<file path="src/rtl/seq_det_scheduler_pkg.sv">
// Shared types and defaults for the sequence-detector scheduler.
// Build option SEQ_DET_SCHED_FIXED_PRIO_EN selects fixed-priority arbitration.
package seq_det_sched_pkg;

  localparam int unsigned NREQ_DEF  = 4;
  localparam int unsigned CNT_W_DEF = 8;

  typedef enum logic [1:0] {
    IDLE    = 2'd0,
    DRIVE_A = 2'd1,
    DRIVE_B = 2'd2,
    CHECK   = 2'd3
  } sched_state_t;

endpackage

</file>
<file path="src/rtl/seq_det_scheduler_if.sv">
// Requester-side bus of the scheduler: requests, stimulus pairs, grant and result.
interface seq_det_scheduler_if
  import seq_det_sched_pkg::*;
#(
  parameter int unsigned NREQ = NREQ_DEF
) ();

  localparam int unsigned IDX_W = $clog2(NREQ);

  logic [NREQ-1:0]  req;
  logic [NREQ-1:0]  a_in;
  logic [NREQ-1:0]  b_in;
  logic [NREQ-1:0]  gnt;
  logic             done;
  logic             hit;
  logic [IDX_W-1:0] done_id;

  modport master (output req, a_in, b_in, input gnt, done, hit, done_id);
  modport slave  (input req, a_in, b_in, output gnt, done, hit, done_id);

endinterface

</file>
<file path="src/rtl/seq_det_scheduler_rr_pick.sv">
// Combinational arbiter: first asserted request searching upward from i_ptr, wrapping.
// With SEQ_DET_SCHED_FIXED_PRIO_EN the lowest asserted index wins and i_ptr is ignored.
module rr_pick #(
  parameter  int unsigned NREQ  = 4,
  localparam int unsigned IDX_W = $clog2(NREQ)
) (
  input  logic [NREQ-1:0]  i_req,
  input  logic [IDX_W-1:0] i_ptr,
  output logic [IDX_W-1:0] o_win_c,
  output logic             o_vld_c
);

  logic [IDX_W-1:0] w_idx;

`ifdef SEQ_DET_SCHED_FIXED_PRIO_EN
  logic w_unused_ptr;
  assign w_unused_ptr = ^i_ptr;
`endif

  always_comb begin
    o_win_c = '0;
    o_vld_c = 1'b0;
    w_idx   = '0;
    for (int unsigned k = 0; k < NREQ; k++) begin
`ifdef SEQ_DET_SCHED_FIXED_PRIO_EN
      w_idx = IDX_W'(k);
`else
      w_idx = IDX_W'((32'(i_ptr) + k) % NREQ);
`endif
      if (!o_vld_c && i_req[w_idx]) begin
        o_win_c = w_idx;
        o_vld_c = 1'b1;
      end
    end
  end

endmodule

</file>
<file path="src/rtl/seq_det_scheduler.sv">
// Time-shares one A-then-B detector among NREQ requesters, one 4-cycle transaction each.
// Build option SEQ_DET_SCHED_FIXED_PRIO_EN replaces round-robin with fixed priority.
module seq_det_scheduler
  import seq_det_sched_pkg::*;
#(
  parameter int unsigned NREQ  = NREQ_DEF,
  parameter int unsigned CNT_W = CNT_W_DEF
) (
  input  logic               clk,
  input  logic               reset,
  seq_det_scheduler_if.slave bus,
  output logic               o_det_a,
  output logic               o_det_b,
  input  logic               i_det_q,
  output logic               o_busy,
  output logic [CNT_W-1:0]   o_hit_count
);

  localparam int unsigned IDX_W = $clog2(NREQ);

  sched_state_t     r_state;
  sched_state_t     w_state_nxt;
  logic [IDX_W-1:0] r_id;
  logic             r_b;
  logic [NREQ-1:0]  r_gnt;
  logic             r_det_a;
  logic             r_det_b;
  logic             r_done;
  logic [IDX_W-1:0] r_done_id;
  logic [CNT_W-1:0] r_hit_count;
  logic [IDX_W-1:0] w_ptr;
  logic [IDX_W-1:0] w_win;
  logic             w_win_vld;

  rr_pick #(.NREQ(NREQ)) u_pick (
    .i_req   (bus.req),
    .i_ptr   (w_ptr),
    .o_win_c (w_win),
    .o_vld_c (w_win_vld)
  );

`ifdef SEQ_DET_SCHED_FIXED_PRIO_EN
  assign w_ptr = '0;
`else
  // Next search starts just past the requester that last completed.
  logic [IDX_W-1:0] r_rr_ptr;
  always_ff @(posedge clk) begin
    if (reset)                 r_rr_ptr <= '0;
    else if (r_state == CHECK) r_rr_ptr <= (r_id == IDX_W'(NREQ - 1)) ? '0 : r_id + 1'b1;
  end
  assign w_ptr = r_rr_ptr;
`endif

  always_ff @(posedge clk) begin
    if (reset) r_state <= IDLE;
    else       r_state <= w_state_nxt;
  end

  always_comb begin
    w_state_nxt = r_state;
    case (r_state)
      IDLE:    if (w_win_vld) w_state_nxt = DRIVE_A;
      DRIVE_A: w_state_nxt = DRIVE_B;
      DRIVE_B: w_state_nxt = CHECK;
      CHECK:   w_state_nxt = IDLE;
      default: w_state_nxt = IDLE;
    endcase
  end

  // Detector drive and result strobes are loaded one edge ahead of the state that shows them.
  always_ff @(posedge clk) begin
    if (reset) begin
      r_id        <= '0;
      r_b         <= 1'b0;
      r_gnt       <= '0;
      r_det_a     <= 1'b0;
      r_det_b     <= 1'b0;
      r_done      <= 1'b0;
      r_done_id   <= '0;
      r_hit_count <= '0;
    end else begin
      r_det_a   <= 1'b0;
      r_det_b   <= 1'b0;
      r_done    <= 1'b0;
      r_done_id <= '0;
      case (r_state)
        IDLE: begin
          if (w_win_vld) begin
            r_id    <= w_win;
            r_b     <= bus.b_in[w_win];
            r_det_a <= bus.a_in[w_win];
            r_gnt   <= NREQ'(1) << w_win;
          end
        end
        DRIVE_A: r_det_b <= r_b;
        DRIVE_B: begin
          r_done    <= 1'b1;
          r_done_id <= r_id;
        end
        CHECK: begin
          r_gnt <= '0;
          if (i_det_q && (r_hit_count != '1)) r_hit_count <= r_hit_count + 1'b1;
        end
        default: ;
      endcase
    end
  end

  assign bus.gnt     = r_gnt;
  assign bus.done    = r_done;
  assign bus.hit     = (r_state == CHECK) && i_det_q;
  assign bus.done_id = r_done_id;
  assign o_det_a     = r_det_a;
  assign o_det_b     = r_det_b;
  assign o_busy      = (r_state != IDLE);
  assign o_hit_count = r_hit_count;

endmodule

</file>
<file path="src/flat_wrapper.sv">
// flat-port wrapper written by rule: the top's interface ports become plain ports
module seq_det_scheduler_flat import seq_det_sched_pkg::*;
#(
  parameter int unsigned NREQ  = NREQ_DEF,
  parameter int unsigned CNT_W = CNT_W_DEF
)
  (clk, reset, o_det_a, o_det_b, i_det_q, o_busy, o_hit_count, bus_req, bus_a_in, bus_b_in, bus_gnt, bus_done, bus_hit, bus_done_id);
  seq_det_scheduler_if #(.NREQ(NREQ)) bus_i ();
  input  logic clk;
  input  logic reset;
  output logic o_det_a;
  output logic o_det_b;
  input  logic i_det_q;
  output logic o_busy;
  output logic [CNT_W-1:0] o_hit_count;
  input wire logic [$bits(bus_i.req)-1:0] bus_req;
  input wire logic [$bits(bus_i.a_in)-1:0] bus_a_in;
  input wire logic [$bits(bus_i.b_in)-1:0] bus_b_in;
  output wire logic [$bits(bus_i.gnt)-1:0] bus_gnt;
  output wire logic [$bits(bus_i.done)-1:0] bus_done;
  output wire logic [$bits(bus_i.hit)-1:0] bus_hit;
  output wire logic [$bits(bus_i.done_id)-1:0] bus_done_id;
  assign bus_i.req = bus_req;
  assign bus_i.a_in = bus_a_in;
  assign bus_i.b_in = bus_b_in;
  assign bus_gnt = bus_i.gnt;
  assign bus_done = bus_i.done;
  assign bus_hit = bus_i.hit;
  assign bus_done_id = bus_i.done_id;
  seq_det_scheduler #(.NREQ(NREQ), .CNT_W(CNT_W)) u_core (.clk(clk), .reset(reset), .bus(bus_i), .o_det_a(o_det_a), .o_det_b(o_det_b), .i_det_q(i_det_q), .o_busy(o_busy), .o_hit_count(o_hit_count));
endmodule
</file>
<file path="config.mk">
export PLATFORM = sky130hd
export DESIGN_NAME = seq_det_scheduler_flat
export DESIGN_NICKNAME = d
export VERILOG_FILES = /design/src/rtl/seq_det_scheduler_pkg.sv /design/src/rtl/seq_det_scheduler_if.sv /design/src/rtl/seq_det_scheduler_rr_pick.sv /design/src/rtl/seq_det_scheduler.sv /design/src/flat_wrapper.sv
export SDC_FILE = /design/constraint.sdc
export NUM_CORES = 1
export LEC_CHECK = 0
export ABC_AREA = 1
export CORE_ASPECT_RATIO = 1.2
export CORE_MARGIN = 5
export CORE_UTILIZATION = 55
export DETAILED_ROUTE_END_ITERATION = 10
export DONT_BUFFER_PORTS = 1
export PLACE_DENSITY = 0.8
export SLEW_MARGIN = 20
export SYNTH_ARGS = -nofsm -noshare
export SYNTH_HDL_FRONTEND = slang
export SYNTH_SLANG_ARGS = --single-unit
</file>
<file path="constraint.sdc">
create_clock -name clk -period 2.6 [get_ports clk]
set_clock_uncertainty 0.15 [all_clocks]
set_input_delay 0.39 -clock clk [delete_from_list [all_inputs] [get_ports clk]]
set_output_delay 0.39 -clock clk [all_outputs]
set_load 0.02 [all_outputs]
</file>
==> run metrics, run 1 <==
antenna violations before repair 0; Hold Slack 0.06162 ns; CP max stage cell dfxtp_1; IR Drop Worst-Case VDD 0.0006128 V; post-route ant nets 0; core area 2330 um^2; Num CTS Buffers 3; Util after Layout 0.6208; via count 1234; sequential element share of the synthesized area 0.3552; synthesized instance count 196; GR met2 Demand/Resource 0.3225; max-slew violations 0; CP bufs+invs 0; Initial DRC Count 44; Worst R2R Start u_core.r_state[0]; Starting Density 0.5806; CP required 2.66 ns; Site Rows 19; Root Driver clkbuf_4; RSZ-0062 raised after global routing no; nets@finish 222; # clock sinks 24; Hold Path Cell Cnt 3; GPL Wtd Cong 0.8103; Worst R2R Setup Slack 0.45 ns; kind of start point of the critical path flip-flop; hold wc startpoint reset; worst-margin pin slew 0.3639 ns; met3 usage 0.06237; first-pass GRT wire length 4.968 mm; outcome complete, no violations; PortBufs 0; Final Non-Filler Cells 230; # Post-CTS Setup Buffers 0; Syn Area/Cell 6.901 um^2; Hold Path End u_core.r_b; Yosys warning total 0; GRT Total Usage 0.1688; TritonCTS clock tree yes; Worst-Skew Late Latency 0.31 ns; Netlist Area Pre-Place 1353 um^2; Vias/cell 5.365; CP peak stage delay 0.41 ns; Tightest Hold Check Type in2reg; CP Capture Type flip-flop; P&R area growth vs syn 6.938%; #FFs+latches synth 24; CP Depth 8; total of max-cap violations 0; boundary pin count 34; crit path cell chain ha_1 -> nand2_1 -> a21oi_1 -> nand4_1 -> nor2_1 -> nand2_1 -> o21ai_0 -> nor2_1; reg2reg path depth 8; critical path's top delay family simple AND/OR/NAND/NOR gates; Worst Path Arrival 2.22 ns; hold_buf cts 1; Max Clock Freq 464.1 MHz; GRT Residual Overflow 0; Setup violations, final 0; fin crit share 0.8287; DR DRC count 0; Synthesized Nets 218; post-CTS resize count 0; routed len/inst 12.27 um; share of cells above drive strength 1 0.1206; hpwl dp 2.276 mm; dpl cell area 1384 um^2; pwr dens 981.4 nW/um^2; Die Ht 64.33 um; largest net degree at the start of global routing 15; P_leak 0.6942 nW; final antenna diode count 0; clock slew at the register clock pins of the worst setup and hold paths 0.12 ns; drt pass-1 iters 4; final hold vios 0; final setup TNS 0 ns; slew margin rel. 0.7574; Worst R2R End u_core.o_hit_count[7]; Post-Route WL 2.821 mm; Die Wd 55.27 um; met1 usage 0.1605; min Tclk post-route 2.155 ns; Die ar. 3555 um^2; Yosys cell types 27; H-tree depth 1; Crit Path Category reg2reg; vias in the first global route 1220; placed cells 225; CTS Buffer Depth 2; post-route cell area 1446 um^2; CP max FO 7; Most Crowded Layer GR met2
-- flip-flops by register name, indices dropped and copies added, names as in the netlist --
name	cells
u_core.o_hit_count	8
u_core.bus.gnt	4
u_core.bus.done_id	2
u_core.r_id	2
u_core.r_rr_ptr	2
u_core.r_state	2
u_core.bus.done	1
u_core.o_det_a	1
u_core.o_det_b	1
u_core.r_b	1
-- cell families after synthesis --
logic type      after synthesis  synth area share
buf+inv                      27           0.07771
xor+xnor                      1          0.006477
compound gates               30            0.1184
fa+ha+maj                     7           0.06475
simple gates                107            0.3774
flops                        24            0.3552
-- where the power goes --
group	switching [W]	internal, W	leakage, nW
clock network	0.000105	0.000156	0.0279
registers	0.0000891	0.000439	0.195
logic	0.000428	0.000203	0.471
-- cell usage after synthesis (all sizes together) --
cell type  count  area share
nor2          21       0.071
buf            1      0.0056
o211a          1      0.0074
a21oi         16       0.059
nand2         62        0.19
clkbuf         2      0.0056
a31oi          1      0.0046
nand3         16       0.072
dfxtp         24        0.36
and3           2      0.0092
xor2           1      0.0065
nand4          4       0.023
nor3b          1      0.0056
o21ai         12       0.047
nor3           1      0.0037
ha             7       0.065
inv           24       0.067
-- cells in the final DEF, fill, tap and decap left out, types with 2 or more instances in the layout --
cell      synthesis  routed
nand2_1          55      55
dfxtp_1          24      24
inv_1            21      21
nor2_1           16      16
a21oi_1          16      16
nand3_1          14      14
o21ai_0          10      10
ha_1              7       7
nand2_2           5       5
nor2_2            4       4
inv_2             3       3
nand4_1           3       3
clkbuf_4          0       3
and3_1            2       2
nand2_4           2       2
-- area by class of cell --
type                       count  area [um^2]
clock inverter                 1        30.03
multi-input combinational    145        767.0
fill                         235        883.3
timing repair buffer           2        17.52
inverter                      24        90.09
clock buffer                   3        22.52
sequential                    24        480.5
tap                           31        38.79
-- per-stage QoR --
stage / setup slack [ns] / total power (W)
after floorplan: 0.7282 / 0.001044
after global placement: 0.6318 / 0.001132
after detailed placement: 0.4933 / 0.001163
after CTS: 0.4576 / 0.001427
after global routing: 0.2245 / 0.001553
final: 0.4454 / 0.001419
-- worst reg2reg max path, cell delays in order (launching register included) --
cell and delay [ns]:
dfxtp_1 0.41, ha_1 0.31, nand2_1 0.11, a21oi_1 0.32, nand4_1 0.22, nor2_1 0.23
nand2_1 0.10, o21ai_0 0.15, nor2_1 0.07
-- routing by layer --
layer,wire [um],part of all wire
met5,0,0
met4,51,0.018
met3,209,0.074
met2,1461,0.52
met1,1099,0.39
-- how the worst max path moves through the flow --
stage                     slack (ns)                  start                     to
after global placement          0.63  u_core.o_hit_count[0]  u_core.o_hit_count[7]
after global routing            0.22      u_core.r_state[0]  u_core.o_hit_count[7]
after CTS                       0.46      u_core.r_state[0]  u_core.o_hit_count[7]
after floorplan                 0.73  u_core.o_hit_count[0]  u_core.o_hit_count[7]
final                           0.45      u_core.r_state[0]  u_core.o_hit_count[7]
after detailed placement        0.49      u_core.r_state[0]  u_core.o_hit_count[7]
Power figures use the tool's default switching activity.
==> inputs of run 2 (changes only) <==
- PLACE_DENSITY: 0.8 -> 0.83
- clock period: 2.6 -> 1.96 ns (I/O delays scaled with it)
==> run 2 against run 1 <==
Compared with the run above:
- via count up 0.73%
- non-clock buffer count is 10 higher
- critical path depth is the same
- global-route usage is 0.30 points lower
- clock-buffer cell count unchanged
- hold slack worse by 0.020 ns
- clock power rose by 33%
- die area unchanged
- flip-flop and latch count is the same
- cell count grew 4.3%
- total power up 34%
- utilization up 4.1 points
- critical endpoint unchanged
==> run metrics, run 2 (synthesized netlist as in run 1, its figures left out) <==
outcome complete, no violations; max reg flops 8 (unchanged); CP Capture Type flip-flop; CP peak stage delay 0.40 ns (about the same); GRT Total Usage 0.1658 (-0.002998); DR DRC count 0 (unchanged); CP required 2.03 ns (-0.63 ns); Die ar. 3555 um^2 (unchanged); slew margin rel. 0.7496 (-0.007776); CP max stage cell dfxtp_1; nets@finish 232 (+4.5%); Max Clock Freq 551.7 MHz (+19%); Setup crit end u_core.o_hit_count[7]; # clock sinks 24 (unchanged); reg2reg path depth 8 (unchanged); final hold vios 0 (unchanged); kind of start point of the critical path flip-flop; pwr dens 1237 nW/um^2 (+26%); Num CTS Buffers 3 (unchanged); via count 1243 (+0.73%); critical path's most frequent cell nand2_1; worst setup path startpoint u_core.r_state[0]; total of max-cap violations 0 (unchanged); worst-margin pin slew 0.3743 ns (+0.01043 ns); CTS Buffer Depth 2 (unchanged); Starting Density 0.5806 (unchanged); core area 2330 um^2 (unchanged); Die Wd 55.27 um (unchanged); Fill cells 231 (-1.7%); Worst-Skew Late Latency 0.31 ns (about the same); H-tree depth 1 (unchanged); Worst R2R Setup Slack 0.15 ns (-0.30 ns); routed len/inst 12.02 um (-2.0%); hpwl dp 2.339 mm (+2.8%); GRT Residual Overflow 0 (unchanged); min Tclk post-route 1.813 ns (-0.3420 ns); largest net degree at the start of global routing 15 (unchanged); share of cells above drive strength 1 0.1866 (+0.06600); boundary pin count 34 (unchanged); crit path cell chain ha_1 -> nand2_1 -> a21oi_4 -> nand4_1 -> nor2_2 -> nand2_1 -> o21ai_0 -> nor2_1; Initial DRC Count 30 (-32%); CP max FO 6 (-1); Worst R2R End u_core.o_hit_count[7]; post-route ant nets 0 (unchanged); Worst R2R Start u_core.r_state[0]; PortBufs 0 (unchanged); routed wl met3 172 um (-18%); Vias/cell 5.179 (-3.5%); commonest cells after routing, fill and taps aside nand2_1, dfxtp_1, inv_1; P&R area growth vs syn 14.06%; # Post-CTS Setup Buffers 0 (unchanged); most common cell after layout, fill and taps aside nand2_1; IR Drop Worst-Case VDD 0.0007990 V (+30%); Setup violations, final 0 (unchanged); Post-Route M1 WL 1.133 mm (+3.1%); Met2 Wirelength 1.539 mm (+5.3%); clock slew at the register clock pins of the worst setup and hold paths 0.12 ns (about the same); fin crit share 0.9248 (+0.09613); final antenna diode count 0 (unchanged); Worst Path Arrival 1.88 ns (-0.34 ns); highest metal used met4; vias in the first global route 1159 (-5.0%); P_leak 0.7525 nW (+8.4%); Tightest Hold Check Type in2reg; GPL Wtd Cong 0.8661 (+6.9%); first-pass GRT wire length 4.843 mm (-2.5%); drt pass-1 iters 4 (unchanged); Die Ht 64.33 um (unchanged); Util after Layout 0.6622 (+0.04135); Site Rows 19 (unchanged); TritonCTS clock tree yes; Hold Slack 0.04174 ns (-0.01988 ns); Crit Path Category reg2reg; Root Driver clkbuf_4; antenna violations before repair 0 (unchanged); Post-Route WL 2.885 mm (+2.3%); max-slew violations 0 (unchanged)
[run 2: cell count changes in the layout (fill, tap and decap cells not counted), sizes merged]
| cell | delta |
|---|---|
| buf | +10 |
[run 2: worst min path at each step]
stage | from | depth (start not counted) | slack [ns] | endpoint
3_3_place_gp | reset | 1 | 0.22 | u_core.bus.gnt[3]
2_1_floorplan | u_core.r_b | 2 | 0.26 | u_core.o_det_b
6_report | bus_a_in[2] | 4 | 0.04 | u_core.o_det_a
3_5_place_dp | reset | 1 | 0.22 | u_core.bus.gnt[1]
5_1_grt | bus_a_in[0] | 4 | 0.03 | u_core.o_det_a
4_1_cts | bus_a_in[2] | 4 | 0.04 | u_core.o_det_a
[run 2: timing repair]
action,CTS,global route
hold endpoints to repair,10,0
endpoints found under the setup margin,1,6
cloned,0,0
resized for setup,1,6
hold buffers,1,0
[run 2: critical path, delay by kind of cell, from the launching register on]
family / cells / cell delay [ns]
compound gates: 2 / 0.32
flops: 1 / 0.40
simple gates: 5 / 0.63
fa+ha+maj: 1 / 0.22
[run 2: cell type report]
class                      instances  area, um^2  share of cell area
clock buffer                       3       22.52             0.01460
clock inverter                     1       30.03             0.01946
inverter                          24       90.09             0.05839
multi-input combinational        145       785.8              0.5093
sequential                        24       483.0              0.3131
tap                               31       38.79             0.02514
timing repair buffer              12       92.59             0.06002
[run 2: per-layer routing]
layer / global-route usage / up-vias
met3: 0.04427 / 5
met5: 0 / -
met2: 0.3240 / 30
met4: 0.06383 / 0
met1: 0.1640 / 551
li1: - / 657
[run 2: power breakdown]
group | leakage (nW) | internal (W) | total (W) | switching, W
sequential | 0.196 | 0.000584 | 0.000697 | 0.000113
clock | 0.0279 | 0.000207 | 0.000348 | 0.000141
combinational | 0.528 | 0.000288 | 0.000864 | 0.000576
[run 2: through the flow]
stage	cells	worst slack, ns	setup TNS (ns)	power, W	cell area, um^2
after floorplan	196	0.08818	0	0.001385	1353
final	240	0.1473	0	0.001909	1543
after detailed placement	235	0.02142	0	0.001552	1459
after CTS	240	0.09277	0	0.001908	1525
after global routing	240	-0.01390	-0.01390	0.002079	1543
after global placement	235	0.1618	0	0.001514	1459
